**src/rtl/fifo_pkg.sv**
```systemverilog
// ---------------------------------------------------------------------------
// fifo_pkg
// Shared definitions for the acquisition-path FIFOs.
//   FIFO_MODE_STD / FIFO_MODE_FWFT : read-mode selector values for FWFT
//   clogb2(value)                   : ceiling log2, used for address widths
//   countWidth(depth)               : width needed to hold 0..depth
// ---------------------------------------------------------------------------
package fifo_pkg;

   localparam int FIFO_MODE_STD  = 0;
   localparam int FIFO_MODE_FWFT = 1;

   // Ceiling log2: the number of address bits needed to index 'value' entries.
   function automatic int clogb2(input int value);
      int result;
      int remaining;
      result    = 0;
      remaining = value - 1;
      while (remaining > 0) begin
         result    = result + 1;
         remaining = remaining >> 1;
      end
      return result;
   endfunction

   // A count of 0..depth needs one bit more than the address, which is also
   // the width of the wrap-extended read/write pointers.
   function automatic int countWidth(input int depth);
      return clogb2(depth) + 1;
   endfunction

endpackage

```
**src/rtl/sdp_ram.sv**
```systemverilog
// ---------------------------------------------------------------------------
// sdp_ram
// Simple dual-port storage array: one synchronous write port and one
// asynchronous read port. Deliberately has no reset so it maps onto
// distributed RAM.
//   clock  : write clock
//   wrEn   : write enable
//   wrAddr : write address
//   wrData : write data
//   rdAddr : read address
//   rdData : read data, combinational from rdAddr
// ---------------------------------------------------------------------------
module sdp_ram
   import fifo_pkg::*;
#(
   parameter int WIDTH = 16,
   parameter int DEPTH = 32,
   localparam int AW   = clogb2(DEPTH)
) (
   input  logic             clock,
   input  logic             wrEn,
   input  logic [AW-1:0]    wrAddr,
   input  logic [WIDTH-1:0] wrData,
   input  logic [AW-1:0]    rdAddr,
   output logic [WIDTH-1:0] rdData
);

   logic [WIDTH-1:0] mem [DEPTH];

   // Write port: a single enabled write per clock, no reset on the contents
   // so the array stays inferable as RAM.
   always_ff @(posedge clock) begin
      if (wrEn) begin
         mem[wrAddr] <= wrData;
      end
   end

   // Read port is asynchronous so the FIFO head can fall through without
   // an extra pipeline stage.
   assign rdData = mem[rdAddr];

endmodule

```
**src/rtl/sync_fifo_fwft.sv**
```systemverilog
// ---------------------------------------------------------------------------
// sync_fifo_fwft
// Single-clock FIFO between the ADC framing logic and the packetisers.
// All DEPTH entries are usable; read mode is first-word-fall-through
// (FWFT=1) or registered standard read (FWFT=0).
//   CLK                : clock, everything on the rising edge
//   RESET              : synchronous active-high reset
//   DIN / WE           : write data / write request
//   FULL               : DEPTH entries stored
//   DOUT / RE          : read data / read request (pop)
//   NOT_EMPTY          : at least one entry stored
//   DATA_COUNT         : exact number of stored entries, 0..DEPTH
//   PROG_FULL_THRE     : almost-full threshold, may change at any time
//   PROG_EMPTY_THRE    : almost-empty threshold, may change at any time
//   PROGRAMMABLE_FULL  : DATA_COUNT >= PROG_FULL_THRE
//   PROGRAMMABLE_EMPTY : DATA_COUNT <= PROG_EMPTY_THRE
//   OVERFLOW           : one-cycle pulse after a rejected write
//   UNDERFLOW          : one-cycle pulse after a rejected read
// ---------------------------------------------------------------------------
module sync_fifo_fwft
   import fifo_pkg::*;
#(
   parameter int               WIDTH      = 16,
   parameter int               DEPTH      = 32,
   parameter int               FWFT       = 1,
   parameter logic [WIDTH-1:0] INIT_VALUE = {WIDTH{1'b1}},
   localparam int              CW         = countWidth(DEPTH)
) (
   input  logic             CLK,
   input  logic             RESET,
   input  logic [WIDTH-1:0] DIN,
   input  logic             WE,
   output logic             FULL,
   output logic [WIDTH-1:0] DOUT,
   input  logic             RE,
   output logic             NOT_EMPTY,
   output logic [CW-1:0]    DATA_COUNT,
   input  logic [CW-1:0]    PROG_FULL_THRE,
   input  logic [CW-1:0]    PROG_EMPTY_THRE,
   output logic             PROGRAMMABLE_FULL,
   output logic             PROGRAMMABLE_EMPTY,
   output logic             OVERFLOW,
   output logic             UNDERFLOW
);

   localparam int AW = CW - 1;

   logic [CW-1:0]    wrPtr;
   logic [CW-1:0]    rdPtr;
   logic [CW-1:0]    wrPtrNext;
   logic [CW-1:0]    rdPtrNext;
   logic [CW-1:0]    countNext;
   logic             fullNext;
   logic             notEmptyNext;
   logic             writeAccept;
   logic             readAccept;
   logic [WIDTH-1:0] ramRdData;

   // Requests are qualified against the registered flags only, so a full
   // FIFO still accepts a read while rejecting a simultaneous write, and an
   // empty FIFO accepts a write while rejecting a simultaneous read.
   assign writeAccept = WE && !FULL;
   assign readAccept  = RE && NOT_EMPTY;

   // Pointers carry one extra wrap bit, so the next flags and count fall out
   // of the next pointer pair directly. Registering these makes FULL,
   // NOT_EMPTY and DATA_COUNT exact one cycle after the causing edge, with
   // no early-full margin.
   always_comb begin
      wrPtrNext    = wrPtr + {{(CW-1){1'b0}}, writeAccept};
      rdPtrNext    = rdPtr + {{(CW-1){1'b0}}, readAccept};
      countNext    = wrPtrNext - rdPtrNext;
      fullNext     = (wrPtrNext[CW-1] != rdPtrNext[CW-1]) &&
                     (wrPtrNext[AW-1:0] == rdPtrNext[AW-1:0]);
      notEmptyNext = (wrPtrNext != rdPtrNext);
   end

   // Pointer, flag, count and error-pulse registers. The error pulses are
   // recomputed every cycle so they never stick.
   always_ff @(posedge CLK) begin
      if (RESET) begin
         wrPtr      <= '0;
         rdPtr      <= '0;
         DATA_COUNT <= '0;
         FULL       <= 1'b0;
         NOT_EMPTY  <= 1'b0;
         OVERFLOW   <= 1'b0;
         UNDERFLOW  <= 1'b0;
      end else begin
         wrPtr      <= wrPtrNext;
         rdPtr      <= rdPtrNext;
         DATA_COUNT <= countNext;
         FULL       <= fullNext;
         NOT_EMPTY  <= notEmptyNext;
         OVERFLOW   <= WE && FULL;
         UNDERFLOW  <= RE && !NOT_EMPTY;
      end
   end

   // Almost-full/almost-empty compare the registered count against the live
   // thresholds, so a threshold change shows up in the same cycle.
   always_comb begin
      PROGRAMMABLE_FULL  = (DATA_COUNT >= PROG_FULL_THRE);
      PROGRAMMABLE_EMPTY = (DATA_COUNT <= PROG_EMPTY_THRE);
   end

   sdp_ram #(
      .WIDTH (WIDTH),
      .DEPTH (DEPTH)
   ) uRam (
      .clock  (CLK),
      .wrEn   (writeAccept),
      .wrAddr (wrPtr[AW-1:0]),
      .wrData (DIN),
      .rdAddr (rdPtr[AW-1:0]),
      .rdData (ramRdData)
   );

   generate
      if (FWFT == FIFO_MODE_FWFT) begin : gFwft
         // The head word is presented as soon as it is stored; while empty
         // the output is forced to INIT_VALUE, which also keeps the
         // never-written RAM contents (X in simulation) off the port.
         assign DOUT = NOT_EMPTY ? ramRdData : INIT_VALUE;
      end else begin : gStd
         logic [WIDTH-1:0] doutReg;

         // Standard read: an accepted pop captures the head word into the
         // output register; the value holds through idle and rejected reads.
         always_ff @(posedge CLK) begin
            if (RESET) begin
               doutReg <= INIT_VALUE;
            end else if (readAccept) begin
               doutReg <= ramRdData;
            end
         end

         assign DOUT = doutReg;
      end
   endgenerate

endmodule

```
**config.mk**
```make
export PLATFORM = sky130hd
export DESIGN_NAME = sync_fifo_fwft
export DESIGN_NICKNAME = d
export VERILOG_FILES = /design/src/rtl/fifo_pkg.sv /design/src/rtl/sdp_ram.sv /design/src/rtl/sync_fifo_fwft.sv
export SDC_FILE = /design/constraint.sdc
export NUM_CORES = 1
export LEC_CHECK = 0
export CORE_ASPECT_RATIO = 0.6
export CORE_MARGIN = 2
export CORE_UTILIZATION = 50
export CTS_CLUSTER_SIZE = 24
export DETAILED_ROUTE_END_ITERATION = 7
export GPL_TIMING_DRIVEN = 0
export PLACE_DENSITY = 0.65
export SYNTH_ARGS = -nofsm -noshare
export SYNTH_HDL_FRONTEND = slang
export SYNTH_SLANG_ARGS = --single-unit
```
**constraint.sdc**
```tcl
create_clock -name CLK -period 5 [get_ports CLK]
set_input_delay 0.75 -clock CLK [delete_from_list [all_inputs] [get_ports CLK]]
set_output_delay 0.75 -clock CLK [all_outputs]
set_load 0.03 [all_outputs]
```
==> results by group, run 1 <==
Finish
  – Post-Layout Cell Count: between 1500 and 2000
  – Register Area: roughly 16000 µm²
  – Layout filler cell count: 2963
  – Design area: roughly 24000 µm²
  – Layout cell share with drive strength beyond 1: 0.2687
  – Syn-to-layout area delta: 14.56%
  – Total area of multi-input combinational cells: ~4900 µm²
  – Post-layout net count: between 1000 and 1500

Worst setup path
  – Critical path, cell by cell: buf_2 -> clkbuf_1 -> buf_2 -> mux4_2 -> mux2i_1 -> a21oi_1 -> o22a_1 -> clkdlybuf4s50_1
  – Kind of cell adding the most delay to the critical path: buffers and inverters
  – Terminus of the critical flop-to-flop path: uRam.mem[28][2]
  – Origin of the critical flop-to-flop path: FULL
  – Library cell contributing the largest single delay on the critical path: clkdlybuf4s50_1
  – Combined buffer and inverter count along the critical path: 4
  – Most used cell, CP: buf_2
  – Type of origin of the critical path: register
  – Cell depth of the worst flop-to-flop path: 5
  – Arr. time, crit path: between 4 and 5 ns
  – Delay of the slowest critical-path stage: 0.61 ns
  – Top fanout value on the critical path: 10
  – Required time reported for the critical path endpoint: around 4.3 ns
  – Setup crit end kind: primary output
  – Source of the critical timing path: rdPtr[1]
  – Setup CP Type: reg -> out
  – FF-to-FF setup slack: roughly 2.3 ns

Clocking
  – Postcts setup bufs: 0
  – Clock tree root driver cell: clkbuf_16
  – TritonCTS buffer count: 47
  – Hold buffer count at cts: 0
  – Depth of the CTS H-tree: 2
  – Clock latency on the worst-skew pair: between 0.5 and 0.6 ns
  – Clock Pin Slew Worst Setup and Hold Paths: roughly 0.060 ns
  – Clock sinks: between 500 and 600
  – Max Root-Sink Buffers: 3
  – TritonCTS clock tree: yes

Placed design
  – Final HPWL from detailed placement: around 32000 µm
  – Number of input and output port buffers inserted: 59
  – Placed instance count: around 1600
  – Placed Area: 22550 µm²
  – Routability-driven placement congestion ratio: roughly 0.9
  – Worst setup timing slack at the placement stage: approximately 0.44 ns

Yosys
  – Number of synthesized flops with an enable pin: approximately 510
  – Number of distinct library cells after synthesis: 37
  – Number of warnings reported in the yosys synthesis log: 0
  – Most common flop cell mapped by yosys: edfxtp_1
  – Nets in the synthesized netlist: 1023
  – Post-Syn Area: around 21000 µm²
  – Synth Register Bits: 534
  – Post-synthesis async set-or-reset flop share: 0
  – Mapped Avg Cell Area: approximately 22 µm²
  – Top cells by instance count after synthesis: edfxtp_1 (512), mux4_2 (144), nor2_1 (56)
  – Mapped Cells: 971
  – Area contributors post-synth: edfxtp_1 (74%), mux4_2 (16%), dfxtp_1 (2.1%)
  – Cell type with the largest total area after synthesis: edfxtp_1
  – Synth top area share: 0.7352
  – Register area share after synthesis: 0.7563
  – Most repeated cell in the gate-level netlist after synthesis: edfxtp_1

Routing
  – Number of routed nets with antenna violations: 0
  – DRC marker count from the first detailed-route iteration: between 1000 and 1500
  – Total number of vias: slightly above 10000
  – Drt wl/cell: 29.14 µm
  – Detailed Routing Iterations Pass 1: 5
  – Vias/cell: around 6
  – Sum of routed wire length over all layers: 49480 µm
  – Count of unresolved DRC violations after routing: 0

STA
  – Worst rel slew slack: 0.08367
  – Crit path time final: just under 5 ns
  – Total count of hold-check failures in the final report: 0
  – Worst-margin pin slew: roughly 1.4 ns
  – Period utilisation layout: 0.9813
  – Slack of the critical path: about 0.093 ns
  – Worst clock skew: around 0.013 ns
  – Worst slack on hold paths: 0.4562 ns
  – Fin. max-slew vios: 0
  – Max frequency: 0.2038 GHz
  – Endpoints failing setup: 0
  – Unrepaired setup endpoints after global routing: no
  – Sum of negative setup slack: 0 ns

Worst hold path
  – Min-Delay Path Class: reg -> reg
  – Hold Crit Start: FULL
  – Worst Hold End: OVERFLOW
  – Number of stages on the worst hold path: 2

Global routing
  – Global-route wire length before repair: around 70000 µm
  – Initial antenna violation count: 3
  – Via count of the first global-routing pass: 9862
  – Global-route usage over all layers: 0.2334
  – Pin count of the biggest net entering global routing: 33
  – Aggregate global routing overflow: 0

Floorplan
  – Total core area: roughly 41000 µm²
  – Area of the die: approximately 44000 µm²
  – Y dimension of the die: approximately 160 µm
  – Horizontal extent of the die: around 270 µm
  – Number of placement rows: between 50 and 60
  – Initial core utilization: 0.5117
  – I/O Pins: 60

Power
  – Share of total power in sequential cells: 0.520
  – Power share of the clock group: 0.365
  – Peak VDD IR: 324.0 µV
  – Static Leakage: roughly 7.4 nW
  – Internal Dissipation: ~7.3 mW
  – Power density cells: 398.3 nW/µm²
  – Logic gate share of total power: 0.115
  – Switch Pwr: about 2.2 mW
  – Net Sw Frac: 0.2337

Status
  – Result of the run: complete, no violations

Flow run
  – # Max-Cap Violations: 0
-- state kept, by name, summed over array words and instances, names as in the netlist --
| name | flops |
|---|---|
| wrPtr | 6 |
| DATA_COUNT | 6 |
| FULL | 1 |
| uRam.mem | 512 |
| NOT_EMPTY | 1 |
| UNDERFLOW | 1 |
| OVERFLOW | 1 |
| rdPtr | 6 |
-- placed cells by master, fill, tap and decap left out, types with 21 or more instances in the layout --
master	synthesis	routed
a21oi_1	21	21
buf_2	18	31
clkbuf_1	22	31
clkbuf_16	0	49
clkdlybuf4s50_1	0	46
dfxtp_1	22	22
edfxtp_1	512	512
mux4_2	144	144
nor2_1	56	24
nor2_2	0	32
nor2b_1	26	26
-- metrics by stage --
step                  util  total power [mW]
floorplan                -             5.705
global placement    0.5433             6.139
detailed placement  0.5519             6.155
CTS                 0.5874             9.588
global route        0.5860             9.828
finish              0.5862             9.541
-- area by class of cell --
class | count | share of cell area
Inverter | 14 | 0.002194
Clock inverter | 27 | 0.007208
Clock buffer | 60 | 0.05333
Sequential cell | 534 | 0.6602
Tap cell | 560 | 0.02925
Multi-Input combinational cell | 372 | 0.2035
Timing Repair Buffer | 77 | 0.03358
Antenna cell | 3 | 0.0003134
Buffer | 51 | 0.01039
-- tightest hold or removal path, delay by kind of cell, from the launching register on --
family	cells	cell delay, ns
flops	1	0.32
simple gates	2	0.09
-- logic make-up (layout without fill, tap and decap cells) --
logic type                 after synthesis  after routing  share of synthesized area
DFF                                    534            534                     0.7563
muxes                                  161            161                     0.1633
and+or+nand+nor                        114            114                    0.02693
buffers and inverters                   65            229                    0.01436
AOI/OAI and AO/OA                       63             63                    0.02094
adders and majority gates               20             20                    0.01233
xor gates and xnor gates                14             14                   0.005864
other                                    0              3                          0
-- per-layer routing --
metal	global-route usage	vias up	wire, µm
li1	-	4274	-
met1	0.3845	5419	22770
met2	0.2964	501	19770
met3	0.07998	60	5981
met4	0.05206	0	961
met5	0	-	0
-- worst max-delay path by stage --
stage	to	slack, ns	cells past startpoint
3_5_place_dp	DOUT[7]	0.44	8
2_1_floorplan	PROGRAMMABLE_EMPTY	1.97	8
3_3_place_gp	DOUT[7]	0.46	8
4_1_cts	DOUT[7]	0.15	8
6_report	DOUT[9]	0.09	8
5_1_grt	DOUT[9]	0.05	8
-- timing repair --
| action | CTS | global route |
|---|---|---|
| hold endpoints to repair | 0 | 0 |
| endpoints found under the setup margin | 9 | 0 |
| resized for setup | 1 | 0 |
-- power by group through the flow --
stage	Clock, mW	Combinational (mW)	Sequential, mW
2_1_floorplan	0	0.628	5.08
4_1_cts	3.53	1.09	4.97
5_1_grt	3.71	1.16	4.96
3_3_place_gp	0	1.08	5.06
6_report	3.48	1.10	4.96
3_5_place_dp	0	1.09	5.06
(Power assumes the default switching activity.)
==> inputs of run 2 (changes only) <==
--- a/config.mk
+++ b/config.mk
@@ -11,7 +11,7 @@
 export CTS_CLUSTER_SIZE = 24
 export DETAILED_ROUTE_END_ITERATION = 7
 export GPL_TIMING_DRIVEN = 0
-export PLACE_DENSITY = 0.65
+export PLACE_DENSITY = 0.67
 export SYNTH_ARGS = -nofsm -noshare
 export SYNTH_HDL_FRONTEND = slang
 export SYNTH_SLANG_ARGS = --single-unit
==> run 2 against run 1 <==
Sequential power is essentially flat; critical path type unchanged; worst hold slack lost 0.0049 ns; core utilization shrank 0.36 points; first-iteration DRC count grew 20%; register-to-register slack lost 0.07 ns; critical path depth is the same.
==> results by group, run 2 (same netlist as run 1, synthesis figures left out) <==
Power
  – Static Leakage: 7.312 nW (-0.99%)
  – Peak VDD IR: 291.7 µV (-10%)
  – Power density cells: 393.4 nW/µm² (-1.2%)

Worst setup path
  – Setup CP Type: reg -> out
  – Critical path, cell by cell: buf_2 -> clkbuf_1 -> buf_2 -> mux4_2 -> mux2i_1 -> a21oi_1 -> o22a_1 -> clkdlybuf4s50_1
  – Terminus of the critical flop-to-flop path: uRam.mem[4][12]
  – Origin of the critical flop-to-flop path: FULL
  – Arr. time, crit path: 4.08 ns (-0.08 ns)
  – Most used cell, CP: buf_2
  – Setup crit end kind: primary output
  – FF-to-FF setup slack: 2.19 ns (-0.07 ns)
  – Required time reported for the critical path endpoint: 4.25 ns (about the same)
  – Type of origin of the critical path: register
  – Cell depth of the worst flop-to-flop path: 5 (unchanged)
  – Top fanout value on the critical path: 10 (unchanged)
  – Library cell contributing the largest single delay on the critical path: clkdlybuf4s50_1
  – Delay of the slowest critical-path stage: 0.61 ns (about the same)

Finish
  – Layout cell share with drive strength beyond 1: 0.2615 (-0.007198)
  – Layout filler cell count: 2994 (+1.0%)
  – Max reg flops: 512 (unchanged)
  – Register Area: 15820 µm² (unchanged)
  – End-of-flow core utilization: 0.5826 (-0.003613)
  – Syn-to-layout area delta: 13.85%
  – Post-layout net count: 1146 (-0.26%)
  – Most common cell after layout, fill and taps aside: edfxtp_1
  – Biggest register: uRam.mem
  – Highest-count cells in the layout ignoring fill and taps: edfxtp_1 (512), mux4_2 (144), clkbuf_16 (47)
  – Design area: 23810 µm² (-0.62%)
  – Total area of multi-input combinational cells: 4871 µm² (-0.10%)

Clocking
  – Depth of the CTS H-tree: 2 (unchanged)
  – Postcts setup bufs: 0 (unchanged)
  – Max Root-Sink Buffers: 3 (unchanged)
  – Clock tree root driver cell: clkbuf_16
  – TritonCTS buffer count: 45 (-4.3%)
  – Clock sinks: 534 (unchanged)
  – Hold buffer count at cts: 0 (unchanged)
  – TritonCTS clock tree: yes
  – Clock Pin Slew Worst Setup and Hold Paths: 0.07 ns (about the same)
  – Clock latency on the worst-skew pair: 0.56 ns (about the same)

STA
  – Unrepaired setup endpoints after global routing: no
  – Fin. max-slew vios: 0 (unchanged)
  – Worst rel slew slack: 0.1128 (+0.02913)
  – Slack of the critical path: 0.1682 ns (+0.07479 ns)
  – Period utilisation layout: 0.9664 (-0.01496)
  – Max frequency: 0.2070 GHz (+1.5%)
  – Total count of hold-check failures in the final report: 0 (unchanged)
  – Crit path time final: 4.832 ns (-0.07479 ns)
  – Endpoints failing setup: 0 (unchanged)
  – Sum of negative setup slack: 0 ns (unchanged)
  – Worst-margin pin slew: 1.327 ns (-0.04356 ns)
  – Worst clock skew: 0.02056 ns (+0.007207 ns)

Flow run
  – # Max-Cap Violations: 0 (unchanged)

Floorplan
  – Y dimension of the die: 162.4 µm (unchanged)
  – Area of the die: 43530 µm² (unchanged)
  – I/O Pins: 60 (unchanged)
  – Number of placement rows: 57 (unchanged)
  – Total core area: 40870 µm² (unchanged)
  – Horizontal extent of the die: 268.0 µm (unchanged)
  – Initial core utilization: 0.5117 (unchanged)

Global routing
  – Global-route wire length before repair: 70940 µm (+1.1%)
  – Via count of the first global-routing pass: 9940 (+0.79%)
  – Pin count of the biggest net entering global routing: 33 (unchanged)
  – Global-route usage over all layers: 0.2353 (+0.001974)
  – Initial antenna violation count: 3 (unchanged)
  – Aggregate global routing overflow: 0 (unchanged)

Routing
  – Drt wl/cell: 29.51 µm (+1.3%)
  – DRC marker count from the first detailed-route iteration: 1572 (+20%)
  – Detailed Routing Iterations Pass 1: 5 (unchanged)
  – Sum of routed wire length over all layers: 49840 µm (+0.72%)
  – Number of routed nets with antenna violations: 0 (unchanged)
  – Total number of vias: 10339 (+0.83%)
  – Count of unresolved DRC violations after routing: 0 (unchanged)
  – Vias/cell: 6.121 (+1.4%)

Worst hold path
  – Worst Hold End: OVERFLOW
  – Hold Crit Start: FULL
  – Min-Delay Path Class: reg -> reg
  – Number of stages on the worst hold path: 2 (unchanged)

Placed design
  – Number of input and output port buffers inserted: 59 (unchanged)
  – Routability-driven placement congestion ratio: 0.9961 (+14%)
  – Worst setup timing slack at the placement stage: 0.5823 ns (+0.1430 ns)
  – Placed Area: 22520 µm² (-0.15%)
  – Final HPWL from detailed placement: 32640 µm (+0.78%)

Status
  – Result of the run: complete, no violations
[run 2: changes by cell type in the layout (fill, tap and decap cells not counted), sizes merged]
cell	before	now
clkinvlp	0	1
clkbuf	82	83
inv	14	15
diode	3	1
clkdlybuf4s50	46	45
clkinv	25	17
bufinv	2	1
[run 2: metal layers]
layer  track usage  part of all wire  vias to the layer above  routed length (µm)
met5             0                 0                        -                   0
met2        0.3032              0.40                      584               20150
met1        0.4028              0.45                     5437               22550
met3       0.05836              0.13                       54                6356
met4       0.04545             0.016                        0                 781
li1              -                 -                     4264                   -
[run 2: power by group]
part | switching, mW | internal [mW]
logic | 0.636 | 0.462
registers | 0.0249 | 4.94
clock network | 1.52 | 1.79
total | 2.18 | 7.19
[run 2: worst max path at each step]
| stage | startpoint | endpoint | slack (ns) | cells past startpoint |
|---|---|---|---|---|
| 2_1_floorplan | PROG_EMPTY_THRE[1] | PROGRAMMABLE_EMPTY | 1.97 | 8 |
| 3_3_place_gp | rdPtr[1] | DOUT[8] | 0.55 | 8 |
| 3_5_place_dp | rdPtr[1] | DOUT[8] | 0.58 | 8 |
| 4_1_cts | rdPtr[1] | DOUT[9] | 0.21 | 8 |
| 5_1_grt | rdPtr[1] | DOUT[7] | 0.04 | 8 |
| 6_report | rdPtr[1] | DOUT[8] | 0.17 | 8 |
[run 2: what timing repair did]
item,4_1_cts,5_1_grt
hold endpoints to repair,0,0
resized for setup,1,0
endpoints found under the setup margin,1,0
[run 2: critical path, delay by kind of cell, from the launching register on]
| family | cells | cell delay (ns) |
|---|---|---|
| buf+inv | 4 | 1.90 |
| mux | 2 | 0.71 |
| flops | 1 | 0.40 |
| compound gates | 2 | 0.51 |
[run 2: cell type report]
| type | instances | share of cell area |
|---|---|---|
| timing repair buffer | 76 | 0.03195 |
| multi-input combinational | 372 | 0.2046 |
| sequential | 534 | 0.6643 |
| inverter | 14 | 0.002207 |
| clock buffer | 61 | 0.05203 |
| buffer | 51 | 0.01046 |
| tap | 560 | 0.02943 |
| antenna | 1 | 0.0001051 |
| clock inverter | 20 | 0.004940 |
[run 2: metrics by stage]
| stage | hold WS (ns) | power [mW] | cells |
|---|---|---|---|
| finish | 0.4513 | 9.367 | 1689 |
| floorplan | 0.4992 | 5.705 | 971 |
| global placement | 0.4308 | 6.143 | 1590 |
| detailed placement | 0.4387 | 6.163 | 1607 |
| global route | 0.4652 | 9.647 | 1688 |
| CTS | 0.4485 | 9.429 | 1688 |
